### src/rtl/hebb_pkg.sv
// hebb_pkg: shared sizes, weight type, FSM states and saturation limits for the Hebbian trainer
package hebb_pkg;
    localparam int N   = 25;
    localparam int NSQ = N * N;
    localparam int W   = 4;
    localparam int AW  = $clog2(NSQ);
    localparam int KW  = $clog2(N);
    typedef logic signed [W-1:0] weight_t;
    typedef enum logic [1:0] {CLEAR, IDLE, ACCUM} state_t;
    localparam weight_t WMAX = weight_t'(2 ** (W - 1) - 1);
    localparam weight_t WMIN = weight_t'(-(2 ** (W - 1)));
endpackage

### src/rtl/hebb_weight_ram.sv
// hebb_weight_ram: NSQ x W weight store, one write port, two synchronous read ports, no reset
module hebb_weight_ram
    import hebb_pkg::*;
(
    input  logic          i_clk,
    input  logic          i_we,
    input  logic [AW-1:0] i_wa,
    input  logic [W-1:0]  i_wd,
    input  logic [AW-1:0] i_ra,
    output logic [W-1:0]  o_qa,
    input  logic [AW-1:0] i_rb,
    output logic [W-1:0]  o_qb
);
    logic [W-1:0] r_mem [NSQ];
    logic [W-1:0] r_qa, r_qb;
    assign o_qa = r_qa;
    assign o_qb = r_qb;
    // write port plus two registered reads (RMW port a, external port b)
    always_ff @(posedge i_clk) begin
        if (i_we) r_mem[i_wa] <= i_wd;
        r_qa <= r_mem[i_ra];
        r_qb <= r_mem[i_rb];
    end
endmodule

### src/rtl/hebb_trainer.sv
// hebb_trainer: accumulates Hebbian weights for 25-neuron patterns; define HEBB_ZERO_DIAG_EN to keep the diagonal at zero
module hebb_trainer
    import hebb_pkg::*;
#(
    parameter int MAX_PAT = 4
) (
    input  logic                         i_clk,
    input  logic                         i_rst_n,
    input  logic                         i_clear_req,
    input  logic                         i_pat_valid,
    input  logic [N-1:0]                 i_pat,
    output logic                         o_pat_ready,
    output logic                         o_busy,
    output logic                         o_done,
    output logic [$clog2(MAX_PAT+1)-1:0] o_pat_count,
    output logic                         o_sat,
    input  logic [AW-1:0]                i_rd_addr,
    output logic [W-1:0]                 o_rd_data
);
    localparam int PCW = $clog2(MAX_PAT + 1);
    state_t         r_state, w_state_nxt;
    logic [AW-1:0]  r_addr, r_wr_addr, w_wa;
    logic [KW-1:0]  r_k, r_m;
    logic [N-1:0]   r_pat;
    logic [PCW-1:0] r_pat_count;
    logic           r_rd_act, r_wr_en, r_eq, r_diag, r_done, r_sat, r_rd_vld;
    logic           w_accept, w_go_clr, w_clr_last, w_acc_last, w_step, w_we, w_ovf, w_clip;
    logic [W-1:0]   w_qa, w_qb, w_wd, w_upd, w_sat_val;
    logic [W:0]     w_sum;

    assign o_pat_ready = r_state == IDLE && r_pat_count < PCW'(MAX_PAT);
    assign o_busy      = r_state != IDLE;
    assign o_done      = r_done;
    assign o_pat_count = r_pat_count;
    assign o_sat       = r_sat;
    assign o_rd_data   = r_rd_vld ? w_qb : '0;

    assign w_go_clr   = i_clear_req && r_state != CLEAR;
    assign w_accept   = r_state == IDLE && !i_clear_req && i_pat_valid && o_pat_ready;
    assign w_clr_last = r_state == CLEAR && r_addr == AW'(NSQ - 1);
    assign w_acc_last = r_state == ACCUM && !i_clear_req && r_wr_en && r_wr_addr == AW'(NSQ - 1);
    assign w_step     = r_state == CLEAR || (r_state == ACCUM && r_rd_act);

    // Sign-extend the old weight, add +/-1 in W+1 bits, clamp on overflow.
    assign w_sum     = {w_qa[W-1], w_qa} + (r_eq ? (W+1)'(1) : {(W+1){1'b1}});
    assign w_ovf     = w_sum[W] ^ w_sum[W-1];
    assign w_sat_val = w_ovf ? (w_sum[W] ? WMIN : WMAX) : w_sum[W-1:0];
`ifdef HEBB_ZERO_DIAG_EN
    assign w_upd  = r_diag ? '0 : w_sat_val;
    assign w_clip = !r_diag && w_ovf;
`else
    assign w_upd  = w_sat_val;
    assign w_clip = w_ovf;
`endif

    assign w_we = r_state == CLEAR || (r_state == ACCUM && r_wr_en);
    assign w_wa = r_state == CLEAR ? r_addr : r_wr_addr;
    assign w_wd = r_state == CLEAR ? '0 : w_upd;

    hebb_weight_ram u_ram (
        .i_clk (i_clk),
        .i_we  (w_we),
        .i_wa  (w_wa),
        .i_wd  (w_wd),
        .i_ra  (r_addr),
        .o_qa  (w_qa),
        .i_rb  (i_rd_addr),
        .o_qb  (w_qb)
    );

    // next-state logic: clear_req wins in IDLE and aborts ACCUM
    always_comb begin
        w_state_nxt = r_state;
        case (r_state)
            CLEAR:   w_state_nxt = w_clr_last ? IDLE : CLEAR;
            IDLE:    w_state_nxt = i_clear_req ? CLEAR : w_accept ? ACCUM : IDLE;
            ACCUM:   w_state_nxt = i_clear_req ? CLEAR : w_acc_last ? IDLE : ACCUM;
            default: w_state_nxt = CLEAR;
        endcase
    end

    // state register; reset forces a full table clear
    always_ff @(posedge i_clk or negedge i_rst_n) begin
        if (!i_rst_n) r_state <= CLEAR;
        else          r_state <= w_state_nxt;
    end

    // address/k/m counters, RMW pipeline, pattern count and sticky saturation
    always_ff @(posedge i_clk or negedge i_rst_n) begin
        if (!i_rst_n) begin
            r_addr      <= '0;
            r_k         <= '0;
            r_m         <= '0;
            r_pat       <= '0;
            r_rd_act    <= 1'b0;
            r_wr_en     <= 1'b0;
            r_wr_addr   <= '0;
            r_eq        <= 1'b0;
            r_diag      <= 1'b0;
            r_done      <= 1'b0;
            r_pat_count <= '0;
            r_sat       <= 1'b0;
            r_rd_vld    <= 1'b0;
        end else begin
            r_rd_vld <= 1'b1;
            r_done   <= w_clr_last || w_acc_last;
            if (w_go_clr || w_accept) begin
                r_addr <= '0;
                r_k    <= '0;
                r_m    <= '0;
            end else if (w_step) begin
                r_addr <= r_addr + AW'(1);
                r_m    <= r_m == KW'(N - 1) ? '0 : r_m + KW'(1);
                r_k    <= r_m == KW'(N - 1) ? r_k + KW'(1) : r_k;
            end
            if (w_accept) r_pat <= i_pat;
            r_rd_act  <= w_accept || (r_rd_act && !w_go_clr && r_addr != AW'(NSQ - 1));
            r_wr_en   <= r_state == ACCUM && r_rd_act && !i_clear_req;
            r_wr_addr <= r_addr;
            r_eq      <= r_pat[r_k] == r_pat[r_m];
            r_diag    <= r_k == r_m;
            if (w_clr_last) r_pat_count <= '0;
            else if (w_acc_last) r_pat_count <= r_pat_count + PCW'(1);
            if (w_clr_last) r_sat <= 1'b0;
            else if (r_state == ACCUM && r_wr_en && w_clip) r_sat <= 1'b1;
        end
    end
endmodule

### config.mk
export PLATFORM = sky130hd
export DESIGN_NAME = hebb_trainer
export DESIGN_NICKNAME = d
export VERILOG_FILES = /design/src/rtl/hebb_pkg.sv /design/src/rtl/hebb_weight_ram.sv /design/src/rtl/hebb_trainer.sv
export SDC_FILE = /design/constraint.sdc
export NUM_CORES = 2
export LEC_CHECK = 0
export ABC_CLOCK_PERIOD_IN_PS = 19050
export BUFFER_PORTS_ARGS = -buffer_cell sky130_fd_sc_hd__buf_4
export CAP_MARGIN = 20
export CORE_MARGIN = 2
export CORE_UTILIZATION = 39
export DETAILED_ROUTE_END_ITERATION = 8
export PLACE_DENSITY = 0.6
export RECOVER_POWER = 100
export SETUP_SLACK_MARGIN = 0.05
export SLEW_MARGIN = 5
export SYNTH_ARGS = -nofsm -noshare
export SYNTH_HDL_FRONTEND = slang
export SYNTH_SLANG_ARGS = --single-unit
### constraint.sdc
create_clock -name i_clk -period 19.05 [get_ports i_clk]
set_input_delay 3.81 -clock i_clk [delete_from_list [all_inputs] [get_ports i_clk]]
set_output_delay 3.81 -clock i_clk [all_outputs]
set_load 0.01 [all_outputs]
* Word level (Yosys, flattened, before mapping)
Memory sizes are Yosys's and may differ from the RTL's. A register that Yosys moved wholly into a read port is not among the register bits.
Cells that the tools add are included.
** Storage, ports and cells
- Flip-flop bits (word level) :: 66
- RAM bits :: 2500
- Bits of input ports :: 39
- Output and inout port bits :: 11
- Logic and storage cells :: 90
- Memories kept :: 1
** Memory list
- u_ram.r_mem :: words 625, bits a word 4, rd ports 2, clocked after memory_dff 2, wr ports 1, line hebb_weight_ram.sv:14 : logic [W-1:0] r_mem [NSQ];
** Cells by class
- Add/sub/neg operators :: 5
- Magnitude comparators :: 3
- Equality and inequality tests :: 8
- Multiplexer cells :: 30
- Bitwise logic cells :: 1
- Reduce and logical (&&, ||, !) cells :: 29
** Operator list (count)
- two-way mux 5 bit :: 7
- two-way mux 10 bit :: 3
- equality test 10 bit (second input constant) :: 2
- two-way mux 4 bit :: 4
- logical AND 1 bit :: 15
- < comparator 5 x 6 -> 1 bit (second input constant) :: 2
- adder 10 x 1 -> 10 bit (second input constant) :: 1
- adder 5 x 1 -> 5 bit (second input constant) :: 2
- binary-select mux 1 bit (select 5 bit) :: 2
- inequality test 10 bit (second input constant) :: 1
- nonzero test 2 bit :: 5
- two-way mux 2 bit :: 4
- two-way mux 1 bit :: 7
- two-way mux 3 bit :: 2
- case mux 2 bit (3 select lines) :: 1
- adder 5 bit :: 1
- equality test 5 bit (second input constant) :: 1
- logical OR 1 bit :: 5
- adder 3 x 1 -> 3 bit (second input constant) :: 1
- < comparator 3 bit (second input constant) :: 1
- equality test 2 x 1 -> 1 bit (second input constant) :: 1
- equality test 2 bit (second input constant) :: 1
- zero test 1 bit :: 2
- zero test 2 bit :: 1
- other kinds (4) :: 4

* Logic depth before layout (Yosys ltp)
- Depth in word-level cells :: 7
- Gate-level depth with buffers :: 15
- Mapped depth without buffers :: 10

* Modules after synthesis
A second synthesis with hierarchy kept.
** Unflattened totals
- Cells, all modules :: 6669
- Area, all modules :: 122651.4 µm²
** By module, submodules not included
- hebb_weight_ram :: times used 1, cells each 6353, area an instance 119040.4 µm², seq. area each 75232.2 µm²
- hebb_trainer :: times used 1, cells each 316, area an instance 3611.0 µm², seq. area each 1651.6 µm²

* Least setup slack after synthesis
Ideal clock, no wire load.
- Path type :: reg2reg
- Start point :: register r_eq
- End point :: memory u_ram.r_mem[0][0] (data pin)
- Library setup time :: 3.101 ns
- Arrival :: 15.974 ns
- Data required time :: 15.949 ns
- Slack :: -0.025 ns
- Stages on the path, launching flop included :: 10
- Path buffers :: 0
- Period minus slack after synthesis :: 19.075 ns
- Path through :: dfrtp_1 > inv_1 > ha_1 > a21oi_1 > nand2b_1 > nor2b_1 > o21ai_0 > a21oi_1 > a21oi_1 > nor2_1
** Between the ends
- Longest elaborated chain between the ends :: 5
- Elaborated cells on any way between the ends :: 6
- Classes of those cells :: add/sub (1); mux (4); bitwise (1)
** RTL lines
- start: declaration :: line hebb_trainer.sv:26 : logic r_rd_act, r_wr_en, r_eq, r_diag, r_done, r_sat, r_rd_vld;
- start signal: assignment :: line hebb_trainer.sv:120 : r_eq <= r_pat[r_k] == r_pat[r_m];
- two-way mux 5 bit (*) :: line hebb_trainer.sv:45 : assign w_sum = {w_qa[W-1], w_qa} + (r_eq ? (W+1)'(1) : {(W+1){1'b1}});
- adder 5 bit (*) :: line hebb_trainer.sv:45
- two-way mux 4 bit / bitwise XOR 1 bit (equally long branches) :: line hebb_trainer.sv:47, hebb_trainer.sv:46
- two-way mux 4 bit (*) :: line hebb_trainer.sv:47 : assign w_sat_val = w_ovf ? (w_sum[W] ? WMIN : WMAX) : w_sum[W-1:0];
- two-way mux 4 bit (*) :: line hebb_trainer.sv:58 : assign w_wd = r_state == CLEAR ? '0 : w_upd;
- named net u_ram.i_wd[0] :: line hebb_weight_ram.sv:8 : input logic [W-1:0] i_wd,
- end: declaration :: line hebb_weight_ram.sv:14
The timed path passes the listed nets; every way through them passes the cells marked *.

==> flow_metrics.env <==
export IMPL_syn_to_final_growth_pct=10.96
export IMPL_first_global_vias=71270
export IMPL_fin_tns_setup_ns=0
export IMPL_synth_top_family_by_area="multiplexers"
export IMPL_async_flop_share=0.02564
export IMPL_grt_pass1_wl_um=570300
export IMPL_required_ns=19.79
export IMPL_syn_area_sq_um=122700
export IMPL_synth_commonest_cells="2,500 x edfxtp_1, 1,375 x mux4_2, 732 x nor2_1, 231 x mux2i_1, 194 x clkbuf_1"
export IMPL_dr_pass1_iters=7
export IMPL_ys_types=83
export IMPL_top_level_ports=50
export IMPL_nets=6549
export IMPL_drt_iter0_drc=11520
export IMPL_synth_seq_cells=2574
export IMPL_viasPerCell=6.658
export IMPL_peakVddDrop_uv=137.7
export IMPL_ys_seq_area_frac=0.6267
export IMPL_synth_compound_area_share=0.02684
export IMPL_synth_cells=6492
export IMPL_power_density_nw_per_um2=127.2
export IMPL_initial_utilization=0.3927
export IMPL_timing_hold_ws_ns=0.4911
export IMPL_die_h_um=564.9
export IMPL_slew_headroom=-5.498
export IMPL_die_w_um=564.9
export IMPL_synth_fa_ha_area_frac=0.001081
export IMPL_path_clk_slew_ns=0.07
export IMPL_clock_sinks=2574
export IMPL_totalWireLength_um=413000
export IMPL_grt_use_total=0.2557
export IMPL_synthMuxAreaShare=0.2797
export IMPL_vias=72450
export IMPL_insertion_delay_ns=0.91
export IMPL_period_share=0.6976
export IMPL_clockRootBuffer="clkbuf_16"
export IMPL_antenna_left=0
export IMPL_fmax_mhz=75.25
export IMPL_rsz0062_at_grt="no"
export IMPL_core_sq_um=312400
export IMPL_synth_area_leader_cell="edfxtp_1"
export IMPL_post_cts_resized=0
export IMPL_synth_xor_area_share=0.001285
export IMPL_ys_warn_count=0
export IMPL_p_leak_nw=40.56
export IMPL_status="complete, but fails checks"
export IMPL_setup_worst_path_end_class="flip-flop"
export IMPL_gp_congestion=0.9069
export IMPL_start_kind="flip-flop"
export IMPL_synth_top_area_frac=0.6119
export IMPL_hpwl_um=262800
export IMPL_cts_setup_buffers=0
export IMPL_cp_max_fo=70
export IMPL_design_die_area_sq_um=319100
export IMPL_synth_simple_area_share=0.04052
export IMPL_slew_viol_final=3103
export IMPL_period_needed_ns=13.29
export IMPL_htreeDepth=5
export IMPL_clock_skew_ns=0.07229
export IMPL_rows=205
export IMPL_wire_per_inst_um=37.95
export IMPL_syn_avg_cell_area_sq_um=18.90
export IMPL_drive_gt1_frac=0.3054
export IMPL_critical_path_class="reg -> reg"
export IMPL_worst_slew_pin_slew_ns=9.747
export IMPL_synth_edf_count=2500
export IMPL_cts_buffer_depth=4
export IMPL_critPathArrivalTime_ns=14.03
export IMPL_synthMostInstantiatedCell="edfxtp_1"
export IMPL_cts_buffers_inserted=286
export IMPL_setup_viol=0
export IMPL_synth_area_top_cells="edfxtp_1 61%, mux4_2 25%, nor2_1 2.2%, mux2i_1 1.9%, dfrtp_1 1.3%"
export IMPL_io_buffers=49
export IMPL_synth_fp_nets=6541
export IMPL_cap_violations=72
export IMPL_drc=0
export IMPL_ctsHoldBuffers=0
export IMPL_antenna_found_initial=28
export IMPL_grt_max_degree=246
export IMPL_yosys_most_used_dff="edfxtp_1"
export IMPL_cts_tree="built"
export IMPL_hp_class="reg -> reg"
export IMPL_grt_ovfl_total=0
export IMPL_hold_viol_final=0
export IMPL_violations="capacitance limit, slew limit"
## where the power goes
group          leakage (nW)  switching (mW)  total (mW)  internal [mW]
logic                  13.3            3.26        5.36           2.10
clock network          4.43            2.34        5.52           3.18
registers              22.8           0.195        6.43           6.24
## logic make-up after synthesis
| family | after synthesis |
|---|---|
| buffers and inverters | 555 |
| xor gates and xnor gates | 18 |
| muxes | 1684 |
| AOI/OAI and AO/OA | 473 |
| and+or+nand+nor | 1177 |
| DFF | 2574 |
| adders and majority gates | 10 |
| other | 1 |
## area by class of cell
cell class / instances / area, sq um
Antenna cell: 23 / 57.56
Clock buffer: 344 / 7447
Tap cell: 4140 / 5180
Inverter: 19 / 83.83
Multi-Input combinational cell: 3363 / 42940
Timing Repair Buffer: 256 / 1836
Clock inverter: 163 / 1688
Fill cell: 26860 / 176300
Sequential cell: 2574 / 76890
## worst max-delay path, stage by stage (launching register included)
cell	delay, ns
dfrtp_4	0.67
clkbuf_1	1.53
clkbuf_1	2.56
clkbuf_1	4.76
nor2_4	-0.17
clkbuf_1	1.17
nand2_1	1.09
o221ai_1	0.31
o22ai_1	0.42
o41a_1	0.28
o311a_1	0.30
o32ai_1	0.10
## layer usage
layer / track usage / wire [um] / vias up
met3: 0.06973 / 48050 / 982
met1: 0.3451 / 154400 / 38850
li1: - / - / 27540
met4: 0.1260 / 23140 / 10
met5: 0 / 90 / -
met2: 0.3829 / 187300 / 5068
## registers in the layout, summed over array words and instances, names as in the netlist, 2 cells and up
register / flops
u_ram.r_mem: 2500
r_pat: 25
r_addr: 10
r_wr_addr: 10
r_k: 5
r_m: 5
u_ram.o_qa: 4
u_ram.o_qb: 4
o_pat_count: 3
r_state: 2
## final timing paths
path                            slack [ns]             to  startpoint  depth (start not counted)
worst max-delay path                  5.76  u_ram.o_qa[3]   r_addr[2]                         11
worst min-delay path                  0.49   r_wr_addr[7]   r_addr[7]                          0
worst max register to register        5.76  u_ram.o_qa[3]   r_addr[2]                         11
worst min register to register        0.49   r_wr_addr[7]   r_addr[7]                          0
max in group asynchronous            11.84      r_addr[4]     i_rst_n                          1
min in group asynchronous             4.36       r_pat[8]     i_rst_n                          1
## layout by cell type (no fill, tap or decap), types with 27 or more instances in the layout
| cell | n |
|---|---|
| clkinv_1 | 56 |
| o22ai_1 | 44 |
| a22oi_1 | 53 |
| edfxtp_1 | 2500 |
| clkbuf_1 | 134 |
| dfrtp_1 | 63 |
| mux2i_1 | 231 |
| buf_4 | 154 |
| o221ai_1 | 51 |
| bufinv_16 | 27 |
| clkbuf_16 | 288 |
| mux4_2 | 1375 |
| nor3_1 | 40 |
| mux2_2 | 68 |
| clkinv_2 | 37 |
| nand3_1 | 81 |
| o21ai_0 | 55 |
| nor2_1 | 723 |
| a21oi_1 | 98 |
| nand2_1 | 188 |
## metrics by stage
stage          utilization  std cells  setup slack, ns  total power [mW]  instance area [sq um]
2_1_floorplan            -       6492         -0.01949             9.741                 122700
3_3_place_gp        0.4076      10340            9.453             11.79                 127300
3_5_place_dp        0.4079      10350            9.513             11.80                 127400
4_1_cts             0.4371      10850            10.44             17.25                 136600
5_1_grt             0.4356      10860            5.379             17.66                 136100
6_report            0.4357      10880            5.760             17.31                 136100
Note: power is estimated with default switching activity, not from simulation.
